File: config.mk
export PLATFORM = sky130hd
export DESIGN_NAME = tape_bit_decoder
export DESIGN_NICKNAME = d
export VERILOG_FILES = /design/src/rtl/tape_bit_decoder.sv
export SDC_FILE = /design/constraint.sdc
export NUM_CORES = 1
export LEC_CHECK = 0
export BUFFER_PORTS_ARGS = -buffer_cell sky130_fd_sc_hd__buf_2
export CAP_MARGIN = 30
export CORE_MARGIN = 5
export CORE_UTILIZATION = 23
export DETAILED_ROUTE_END_ITERATION = 6
export HOLD_SLACK_MARGIN = 0.05
export PLACE_DENSITY = 0.35
export SYNTH_ARGS = -nofsm -noshare
export SYNTH_HDL_FRONTEND = slang
export SYNTH_SLANG_ARGS = --single-unit
export TNS_END_PERCENT = 1
File: constraint.sdc
create_clock -name clk -period 2 [get_ports clk]
set_clock_uncertainty 0.1 [all_clocks]
set_input_delay 0.2 -clock clk [delete_from_list [all_inputs] [get_ports clk]]
set_output_delay 0.2 -clock clk [all_outputs]
set_load 0.01 [all_outputs]
File: src/rtl/tape_bit_decoder.sv
// Cassette-input decoder: classifies comparator high-phase lengths as bits and packs them MSB-first into bytes.
// Optional input glitch filter enabled by defining TAPE_DEC_FILTER_EN.
`timescale 1ns/1ps

module tape_bit_decoder #(
    parameter int unsigned CW        = 16,
    parameter int unsigned THRESH    = 6531,
    parameter int unsigned MIN_HIGH  = 2177,
    parameter int unsigned MAX_LEVEL = 17416,
    parameter int unsigned FILT_LEN  = 4
) (
    input  logic       clk,
    input  logic       reset,
    input  logic       tape_in,
    input  logic       extend,
    input  logic       arm,
    output logic [7:0] dout,
    output logic       valid,
    output logic       err,
    output logic       carrier
);

    typedef enum logic {
        HUNT = 1'b0,
        DATA = 1'b1
    } state_t;

    localparam int unsigned NBW = 4;

    // The filter history needs at least two samples to be meaningful.
    if (FILT_LEN < 2) begin : g_filt_len_check
        $error("tape_bit_decoder: FILT_LEN must be at least 2");
    end

    logic          s1;
    logic          s2;
    logic          lvl;
    logic          lvl_d;
    logic [CW-1:0] cnt;

    state_t         state;
    logic [NBW-1:0] nbit;
    logic [7:0]     sr;
    logic           framed_mode;

    logic lvl_edge;
    logic fall;
    logic is_glitch;
    logic is_bit;
    logic bit_val;
    logic loss;

    // Two-flop synchronizer for the asynchronous comparator output.
    always_ff @(posedge clk) begin
        if (reset) begin
            s1 <= 1'b0;
            s2 <= 1'b0;
        end else begin
            s1 <= tape_in;
            s2 <= s1;
        end
    end

`ifdef TAPE_DEC_FILTER_EN
    logic [FILT_LEN-1:0] hist;

    // Level changes only after FILT_LEN identical samples; short spikes never reach the edge detector.
    always_ff @(posedge clk) begin
        if (reset) begin
            hist <= '0;
            lvl  <= 1'b0;
        end else begin
            hist <= {hist[FILT_LEN-2:0], s2};
            if (&hist) begin
                lvl <= 1'b1;
            end else if (~|hist) begin
                lvl <= 1'b0;
            end
        end
    end
`else
    always_ff @(posedge clk) begin
        if (reset) begin
            lvl <= 1'b0;
        end else begin
            lvl <= s2;
        end
    end
`endif

    always_ff @(posedge clk) begin
        if (reset) begin
            lvl_d <= 1'b0;
        end else begin
            lvl_d <= lvl;
        end
    end

    assign lvl_edge = lvl ^ lvl_d;
    assign fall     = lvl_d & ~lvl;

    // Level-duration counter; the edge cycle is the first cycle of the new level, so cnt equals the level length.
    always_ff @(posedge clk) begin
        if (reset) begin
            cnt <= '0;
        end else if (lvl_edge) begin
            cnt <= CW'(1);
        end else if (cnt != {CW{1'b1}}) begin
            cnt <= cnt + CW'(1);
        end
    end

    // Classification of the high phase that just ended, and carrier-loss detection (fires once per level).
    always_comb begin
        is_glitch = fall && (cnt < CW'(MIN_HIGH));
        is_bit    = fall && !(cnt < CW'(MIN_HIGH));
        bit_val   = cnt < CW'(THRESH);
        loss      = !lvl_edge && (cnt == CW'(MAX_LEVEL));
    end

    // Byte-assembly FSM with registered outputs; arm overrides everything, then loss, glitch, bit.
    always_ff @(posedge clk) begin
        if (reset) begin
            state       <= HUNT;
            nbit        <= '0;
            sr          <= '0;
            framed_mode <= 1'b0;
            dout        <= '0;
            valid       <= 1'b0;
            err         <= 1'b0;
            carrier     <= 1'b0;
        end else begin
            valid <= 1'b0;
            err   <= 1'b0;
            if (arm) begin
                state       <= HUNT;
                nbit        <= '0;
                sr          <= '0;
                framed_mode <= 1'b0;
                carrier     <= 1'b0;
            end else if (loss) begin
                carrier <= 1'b0;
                state   <= HUNT;
                nbit    <= '0;
                sr      <= '0;
                if ((state == DATA) && ((nbit != '0) || framed_mode)) begin
                    err <= 1'b1;
                end
                framed_mode <= 1'b0;
            end else if (is_glitch) begin
                err         <= 1'b1;
                state       <= HUNT;
                nbit        <= '0;
                sr          <= '0;
                framed_mode <= 1'b0;
            end else if (is_bit) begin
                carrier <= 1'b1;
                case (state)
                    HUNT: begin
                        if (extend) begin
                            if (!bit_val) begin
                                state       <= DATA;
                                nbit        <= '0;
                                sr          <= '0;
                                framed_mode <= 1'b1;
                            end
                        end else begin
                            state       <= DATA;
                            nbit        <= NBW'(1);
                            sr          <= {7'd0, bit_val};
                            framed_mode <= 1'b0;
                        end
                    end
                    DATA: begin
                        if (nbit == NBW'(7)) begin
                            dout  <= {sr[6:0], bit_val};
                            valid <= 1'b1;
                            nbit  <= '0;
                            sr    <= '0;
                            if (framed_mode) begin
                                state       <= HUNT;
                                framed_mode <= 1'b0;
                            end
                        end else begin
                            sr   <= {sr[6:0], bit_val};
                            nbit <= nbit + NBW'(1);
                        end
                    end
                    default: state <= HUNT;
                endcase
            end
        end
    end

endmodule

==> run_results.csv, run 1 <==
group,metric,value,unit
status,status,"complete, but fails checks",
status,violations,"setup timing",
yosys,synthSimpleGateAreaFrac,0.314,
timing,worst_slack,-0.198,ns
clock_network,cts_tree,"built",
yosys,synth_area_per_cell,8.74,sq um
route,ant_nets,0,
yosys,synth_top_area_frac,0.406,
timing,fin_crit_sh,1.10,
yosys,synth.distinct_cells,49,
setup_path,critPathMaxStageDelay,0.54,ns
setup_path,setup.worst_path.start,"cnt[2]",
yosys,synth_top_flop_cell,"dfxtp_1",
yosys,synth-compound-area-share,0.126,
yosys,synth_xor_area_frac,0.0364,
clock_network,cts_max_level,2,
yosys,synth_top_family_by_area,"simple AND/OR/NAND/NOR gates",
yosys,synth-seq-cells,44,
yosys,synthMuxAreaShare,0.0421,
timing,setup_viol,17,
layout,areaGrowthSynthToFinish,33.9,%
yosys,synthArstFlopShare,0,
setup_path,regToRegStartpoint,"cnt[2]",
global_route,grt_pass1_vias,1879,
setup_path,ff2ff_path_depth,5,
timing,tns,-2.00,ns
layout,fill_cells,982,
yosys,synth-edff-count,0,
route,first_pass_iters,4,
global_route,overflow,0,
floorplan,die-area,0.0115,sq mm
route,vias,1948,
setup_path,path_cells,"or4_4 > o311a_1 > or2_4 > or4_4 > a21oi_2",
route,drc,0,
placed_design,dp_hpwl,4100,um
layout,final_layout_size_suffix_gt1_frac,0.325,
setup_path,cp-end-kind,"flop",
setup_path,path_buf_inv,0,
route,drt-initial-drc-count,72,
yosys,seq_area_frac_synth,0.406,
setup_path,critPathKind,"flop to flop",
placed_design,port_buffers,15,
global_route,grt_max_degree,16,
timing,clock.fmax,455,MHz
layout,nNetsFinal,318,
clock_network,cts_buffers,5,
yosys,synth_adder_area_share,0.0346,
clock_network,cts_sinks,44,
setup_path,critPathArrivalTime,2.35,ns
setup_path,crit_top_cell,"or4_4",
pwr,ir_drop,0.000272,V
timing,slew_viol_final,0,
clock_network,cts.path.max_buffers,2,
setup_path,cpMaxStageDelayCell,"or4_4",
floorplan,die_h,107,um
global_route,grt_pass1_wl,9430,um
pwr,p_per_area,591,mW/mm^2
run,drv_cap,0,
pwr,finalPower,1.71,mW
floorplan,fp-row-count,35,
yosys,ys_warn_count,0,
yosys,netlist_area,0.00217,sq mm
timing,fin_crit,2.20,ns
route,viasPerCell,4.65,
clock_network,insertion_delay,0.31,ns
yosys,synth_area_leaders,"dfxtp_1, nand2b_1, nand2_1",
timing,rsz0062_at_grt,"true",
worst_hold_path,hp-start,"reset",
floorplan,die_w,107,um
placed_design,dp.cells,408,
floorplan,start_util,0.236,
floorplan,ioPinCount,16,
setup_path,cp_top_family,"simple AND/OR/NAND/NOR gates",
route,wirelength,5510,um
setup_path,r2r_setup_slack,-0.20,ns
timing,max_slew_margin,0.668,
layout,fin_cells,419,
global_route,grt_usage,0.102,
setup_path,worstPathRequired,2.15,ns
setup_path,startpoint_type,"flop",
global_route,antenna_found_initial,0,
setup_path,worst_r2r_endpoint,"sr[0]",
yosys,syn_inst,248,
placed_design,gp_congestion,0.771,
worst_hold_path,hold_path_class,"input port to flop",
timing,worstMarginPinSlew,0.495,ns
setup_path,critPathMaxFanout,4,
layout,diodes,0,
floorplan,core,0.00920,sq mm
worst_hold_path,holdPathEnd,"lvl_d",
clock_network,cts_root_buffer,"clkbuf_8",
yosys,syn-num-nets,259,
clock_network,clkTransAtPathRegs,0.10,ns
timing,hold_viol,0,
pwr,power.leakage,1.08,nW
worst_hold_path,worstHoldPathCells,2,
yosys,synth_top_cell_by_area,"dfxtp_1",
route,post_drt_wl_per_cell,13.2,um
-- registers in the layout, summed over array words and instances, names as in the netlist --
signal	flops
s1	1
dout	8
nbit	4
valid	1
carrier	1
cnt	16
state	1
s2	1
sr	7
framed_mode	1
lvl	1
lvl_d	1
err	1
-- worst max-delay path by stage --
stage                     cells after the start  slack [ns]    end
after floorplan                               5       -0.19  sr[0]
after global placement                        5       -0.21  sr[0]
after detailed placement                      5       -0.23  sr[0]
after CTS                                     5       -0.25  sr[0]
after global routing                          5       -0.27  sr[0]
final                                         5       -0.20  sr[0]
-- per-layer routing --
metal,global-route usage,up-vias,wire (um)
met5,0,-,0
met1,0.136,915,2760
met2,0.162,24,2500
met4,0.0347,0,85
li1,-,999,-
met3,0.0229,10,164
-- worst register-to-register path, stage by stage (launching register included) --
cell	delay, ns
dfxtp_2	0.33
or4_4	0.54
o311a_1	0.33
or2_4	0.25
or4_4	0.48
a21oi_2	0.11
-- cells by family (layout without fill, tap and decap cells) --
group	count (synthesis)	after routing
AOI/OAI and AO/OA	41	41
DFF	44	44
xor gates and xnor gates	9	9
and+or+nand+nor	117	117
muxes	9	9
adders and majority gates	6	6
buffers and inverters	22	82
-- cells in the mapped netlist (2+ instances only) --
master and count:
nand3_1 10, nor4b_1 2, inv_1 12, a21oi_1 8, ha_1 6, nor4_1 4
nor3b_1 3, mux2i_1 8, o21ai_0 7, a211oi_1 2, nor3_1 14, o22ai_1 8
or3_1 3, nor2_1 14, nor4_4 2, xnor2_1 9, nand2_1 24, and2_1 2
a31oi_1 4, or4_4 2, dfxtp_1 44, and3_1 2, or4b_2 3, nor2b_1 5
nand4_1 4, clkbuf_1 8, nand2b_1 16
-- timing repair --
| action | CTS | global route |
|---|---|---|
| resized for setup | 11 | 11 |
| hold buffers | 2 | 0 |
| pin swaps | 7 | 4 |
| endpoints found under the hold margin | 2 | 0 |
| setup endpoints to repair | 23 | 31 |
| buffers inserted | 1 | 0 |
-- final cells by class --
type	count	area (sq um)	area share
Clock inverter	3	46.3	0.0160
Multi-Input combinational cell	182	1280	0.442
Sequential cell	44	887	0.306
Clock buffer	5	68.8	0.0237
Timing Repair Buffer	62	433	0.149
Tap cell	111	139	0.0479
Inverter	12	45.0	0.0155
-- report_power, final --
group	internal, mW	switching, mW	leakage (nW)
Combinational	0.0512	0.0517	0.673
Clock	0.377	0.346	0.0548
Sequential	0.884	0.00325	0.357
-- cell usage in the layout (no fill, tap or decap), drive strengths merged, types with 4 or more instances in the layout --
cell type and n:
mux2i 8, xnor2 9, a21oi 9, nor3 14
ha 6, o22ai 8, dfxtp 44, nor2b 5
buf 60, clkbuf 5, nor4 6, o21ai 7
nand4 4, nand3 10, nand2 24, inv 13
a31oi 4, nand2b 16, nor2 14
-- through the flow --
| step | utilization | worst slack [ns] | hold WS [ns] | area [sq um] |
|---|---|---|---|---|
| after floorplan | - | -0.189 | 0.179 | 2170 |
| after global placement | 0.290 | -0.209 | 0.312 | 2670 |
| after detailed placement | 0.290 | -0.231 | 0.320 | 2670 |
| after CTS | 0.311 | -0.249 | 0.103 | 2860 |
| after global routing | 0.316 | -0.267 | 0.114 | 2900 |
| final | 0.316 | -0.198 | 0.105 | 2900 |
(Power assumes the default switching activity.)
==> inputs of run 2 (changes only) <==
- CORE_ASPECT_RATIO: not set -> 0.9
- CORE_UTILIZATION: 23 -> 53
- PLACE_DENSITY: 0.35 -> 0.7
==> run_results.csv, run 2 (synthesized netlist as in run 1, its figures left out) <==
group,metric,value,unit
timing,setup_viol,7,
clock_network,cts.path.max_buffers,2,
setup_path,ff2ff_path_depth,5,
setup_path,critPathKind,"flop to flop",
timing,slew_viol_final,0,
layout,final_layout_size_suffix_gt1_frac,0.258,
worst_hold_path,worstHoldPathCells,4,
setup_path,critPathMaxStageDelay,0.55,ns
setup_path,path_buf_inv,0,
global_route,grt_pass1_wl,8490,um
clock_network,insertion_delay,0.30,ns
pwr,ir_drop,0.000601,V
timing,fin_crit_sh,1.10,
status,violations,"setup timing",
floorplan,start_util,0.539,
route,drc,0,
setup_path,path_depth,5,
route,post_drt_wl_per_cell,14.0,um
setup_path,cp-end-kind,"flop",
setup_path,crit_top_cell,"or4_4",
setup_path,worstPathRequired,2.14,ns
layout,reg.largest.list,"cnt (16), dout (8), sr (7)",
placed_design,port_buffers,15,
route,first_pass_iters,4,
floorplan,ioPinCount,16,
floorplan,die_h,70.7,um
global_route,grt_pass1_vias,1845,
placed_design,place_ws,-0.215,ns
route,drt-initial-drc-count,127,
clock_network,cts_tree,"built",
setup_path,startpoint_type,"flop",
status,status,"complete, but fails checks",
setup_path,critPathArrivalTime,2.35,ns
clock_network,cts_sinks,44,
route,wirelength,4850,um
layout,final_common_cell,"dfxtp_1",
global_route,grt_max_degree,22,
pwr,power.leakage,1.01,nW
worst_hold_path,hold_path_class,"input port to flop",
timing,tns,-0.838,ns
floorplan,fp-row-count,22,
timing,clock.fmax,454,MHz
layout,areaGrowthSynthToFinish,24.1,%
global_route,antenna_found_initial,0,
layout,fin_util,0.669,
global_route,overflow,0,
floorplan,core,0.00402,sq mm
timing,rsz0062_at_grt,"true",
layout,regArea,882,sq um
placed_design,gp_congestion,0.862,
route,ant_nets,0,
layout,nNetsFinal,309,
timing,hold_viol,0,
timing,fin_crit,2.20,ns
timing,worstMarginPinSlew,0.569,ns
clock_network,clkTransAtPathRegs,0.08,ns
clock_network,cts_max_level,2,
route,vias,1928,
layout,multi_input_area,0.00124,sq mm
setup_path,cp_top_family,"simple AND/OR/NAND/NOR gates",
setup_path,critPathMaxFanout,4,
timing,worst_slack,-0.203,ns
layout,final_cell_mix,"dfxtp_1, buf_4, nand2_1",
pwr,finalPower,1.52,mW
floorplan,die_w,77.4,um
global_route,grt_usage,0.189,
layout,diodes,0,
placed_design,dp_hpwl,3600,um
layout,top_register,"cnt",
run,drv_cap,0,
setup_path,cpMaxStageDelayCell,"or4_4",
layout,fill_cells,342,
clock_network,cts_buffers,5,
pwr,p_per_area,564,mW/mm^2
layout,largest_reg_flops,16,
floorplan,die-area,0.00547,sq mm
clock_network,cts_root_buffer,"clkbuf_8",
timing,max_slew_margin,0.621,
setup_path,path_cells,"or4_4 > o311a_1 > or2_4 > or4_4 > a21oi_2",
route,viasPerCell,5.56,
run 2: cell types whose count changed in the layout (fill, tap and decap cells not counted), sizes merged:
cell | previous run | this run
clkbuf | 5 | 7
bufinv | 1 | 0
dlygate4sd3 | 2 | 3
clkinv | 0 | 1
clkinvlp | 1 | 0
inv | 13 | 12
buf | 60 | 50
run 2: cell type report:
cell class / instances / share of cell area
clock buffers: 7 / 0.0284
clock inverters: 1 / 0.00326
inverters: 12 / 0.0168
multi-input cells: 182 / 0.460
flip-flops and latches: 44 / 0.328
well taps: 48 / 0.0223
repair buffers: 53 / 0.141
run 2: per-layer routing:
layer  global-route usage  up-vias  part of all wire
met3               0.0356       10             0.038
met5                    0        -                 0
li1                     -      987                 -
met1                0.263      898              0.50
met2                0.292       33              0.44
met4               0.0687        0             0.017
run 2: where the power goes:
group | internal [mW] | switching [mW]
Combinational | 0.0393 | 0.0472
Sequential | 0.883 | 0.00507
Clock | 0.249 | 0.292
run 2: path summary, 6_finish.rpt:
| kind | start | end | slack [ns] |
|---|---|---|---|
| worst min-delay path | extend | nbit[0] | 0.23 |
| worst max-delay path | cnt[6] | sr[0] | -0.20 |
| worst min register to register | s2 | lvl | 0.35 |
| worst max register to register | cnt[6] | sr[0] | -0.20 |
run 2: what timing repair did:
item | in CTS | in global routing
endpoints found under the setup margin | 23 | 25
pin swaps | 3 | 0
hold buffers | 3 | 0
hold endpoints to repair | 3 | 0
buffers inserted | 1 | 0
gates resized for setup | 5 | 3
run 2: per-stage QoR:
step                      instance area, sq um  hold WS (ns)  cells
final                                     2690         0.228    347
after global placement                    2530         0.314    335
after CTS                                 2680         0.221    347
after detailed placement                  2530         0.325    335
after global routing                      2690         0.232    347
after floorplan                           2170         0.179    248
run 2: worst register-to-register path: stages (launching register included):
cell and delay [ns]:
dfxtp_2 0.32, or4_4 0.55, o311a_1 0.32, or2_4 0.27, or4_4 0.48, a21oi_2 0.12
==> inputs of run 3 (changes only) <==
- ABC_AREA: not set -> 1
- CORE_UTILIZATION: 53 -> 54
- PLACE_DENSITY: 0.7 -> not set
- PLACE_DENSITY_LB_ADDON: not set -> 0.3
==> run_results.csv, run 3 <==
group,metric,value,unit
clock_network,insertion_delay,0.29,ns
route,met1_length,2480,um
floorplan,core,0.00405,sq mm
yosys,synth-seq-cells,44,
global_route,antenna_found_initial,0,
route,first_pass_iters,4,
route,wl_met3,287,um
layout,final_common_cell,"nand2_1",
setup_path,worstPathRequired,2.09,ns
floorplan,die-area,0.00557,sq mm
yosys,seq_area_frac_synth,0.390,
timing,hold_viol,0,
setup_path,cp-end-kind,"flop",
worst_hold_path,hold_path_class,"input port to flop",
route,vias,2059,
clock_network,cts.path.max_buffers,2,
setup_path,critPathKind,"flop to flop",
layout,fin_util,0.626,
yosys,synthArstFlopShare,0,
layout,multi_input_area,0.00117,sq mm
timing,worstMarginPinSlew,0.341,ns
setup_path,critPathArrivalTime,1.94,ns
status,status,"complete, no violations",
timing,slew_viol_final,0,
yosys,synth_area_leaders,"dfxtp_1, nand2_1, inv_1",
global_route,grt_pass1_wl,8030,um
layout,final_layout_size_suffix_gt1_frac,0.151,
route,post_drt_wl_per_cell,12.4,um
route,ant_nets,0,
yosys,yosysMostFrequentCell,"nand2_1",
global_route,grt_max_degree,16,
yosys,synth_top_flop_cell,"dfxtp_1",
yosys,syn_inst,317,
timing,rsz0062_at_grt,"false",
global_route,overflow,0,
placed_design,gp_congestion,0.870,
clock_network,cts_tree,"built",
floorplan,die_h,71.3,um
layout,top_register,"cnt",
clock_network,clkTransAtPathRegs,0.09,ns
yosys,synth_top_area_frac,0.390,
run,drv_cap,0,
yosys,synth.distinct_cells,33,
route,wirelength,4870,um
yosys,ys_warn_count,0,
layout,diodes,0,
clock_network,cts_buffers,5,
layout,areaGrowthSynthToFinish,12.4,%
yosys,yosys-top-cells-count,"nand2_1, inv_1, dfxtp_1, nor2_1, a21oi_1",
layout,fill_cells,343,
placed_design,dp_hpwl,3590,um
timing,setup_viol,0,
layout,final_cell_mix,"nand2_1, inv_1, dfxtp_1",
global_route,grt_usage,0.174,
floorplan,fp-row-count,22,
timing,tns,0,ns
route,drc,0,
floorplan,ioPinCount,16,
clock_network,cts_sinks,44,
route,drt-initial-drc-count,212,
route,highest_layer,"met4",
setup_path,startpoint_type,"flop",
setup_path,critPathMaxFanout,6,
global_route,grt_pass1_vias,1778,
clock_network,cts_max_level,2,
pwr,p_per_area,605,mW/mm^2
yosys,syn-num-nets,328,
clock_network,cts_root_buffer,"clkbuf_8",
yosys,netlist_area,0.00226,sq mm
yosys,synth_area_per_cell,7.12,sq um
floorplan,die_w,78.1,um
layout,largest_reg_flops,16,
floorplan,start_util,0.558,
timing,max_slew_margin,0.772,
route,wl_met2,2060,um
layout,regArea,881,sq um
pwr,power.leakage,1.17,nW
timing,fin_crit_sh,0.927,
layout,reg.largest.list,"cnt (16), dout (8), sr (7)",
timing,fin_crit,1.85,ns
yosys,synth-edff-count,0,
pwr,ir_drop,0.000642,V
timing,clock.fmax,540,MHz
yosys,synth_top_cell_by_area,"dfxtp_1",
route,viasPerCell,5.25,
layout,nNetsFinal,354,
placed_design,port_buffers,15,
run 3: cell types whose count changed in the layout (fill, tap and decap cells not counted), sizes merged, moves of 5 or more:
cell and change:
inv +36, mux2i -8, nor2b -5, nand3 +13, xnor2 -7, nor4 -6
buf -29, a21oi +16, o22ai -8, nor2 +29, nand2b -16, nand2 +49
o21ai +8
run 3: logic make-up after synthesis:
logic type               after synthesis  synth area share
AO/OA/AOI/OAI                         48             0.124
AND/OR/NAND/NOR                      163             0.345
buffers and inverters                 52            0.0921
XOR/XNOR                               4            0.0155
adder cells (fa/ha/maj)                6            0.0333
flip-flops                            44             0.390
run 3: what timing repair did:
item	in CTS	in global routing
endpoints found under the hold margin	1	0
setup endpoints to repair	0	4
buffers inserted	0	3
hold buffers	1	0
gates resized for setup	0	4
run 3: layer usage:
metal,track usage,up-vias
met5,0,-
met4,0.0394,0
met3,0.0352,5
met2,0.254,56
met1,0.262,931
li1,-,1067
run 3: power by group:
part	switching [mW]	total, mW	internal (mW)
Sequential	0.00772	0.891	0.883
Clock	0.316	0.564	0.247
Combinational	0.0515	0.0800	0.0286
Total	0.376	1.53	1.16
run 3: layout make-up:
cell class	count	area share
clock buffer	5	0.0271
clock inverter	3	0.00938
inverter	49	0.0726
multi-input combinational	221	0.463
sequential	44	0.347
tap	48	0.0237
timing repair buffer	22	0.0563
run 3: per-stage QoR:
stage / std cells / power, mW / hold slack (ns) / cell area [sq um] / worst slack, ns
floorplan: 317 / 0.963 / 0.207 / 2260 / 0.273
global placement: 380 / 0.988 / 0.289 / 2390 / 0.202
detailed placement: 380 / 0.990 / 0.297 / 2390 / 0.177
CTS: 389 / 1.54 / 0.0746 / 2490 / 0.144
global route: 392 / 1.60 / 0.0769 / 2530 / 0.000183
finish: 392 / 1.53 / 0.0781 / 2530 / 0.147
run 3: worst max-delay path, cell delays in order, from the launching register on:
cell	delay (ns)
dfxtp_1	0.39
inv_1	0.10
ha_1	0.20
inv_1	0.05
nor3_1	0.04
nand2_1	0.08
nand2_2	0.08
nand2_1	0.11
nand2_4	0.11
buf_4	0.18
nor3_1	0.21
nor2_1	0.08
run 3: path summary, 6_finish.rpt:
| check | start | endpoint | slack, ns | cells after the start |
|---|---|---|---|---|
| min | reset | s2 | 0.08 | 2 |
| min reg2reg | s2 | lvl | 0.31 | 2 |
| max reg2reg | cnt[0] | dout[6] | 0.15 | 11 |
| max | cnt[0] | dout[6] | 0.15 | 11 |
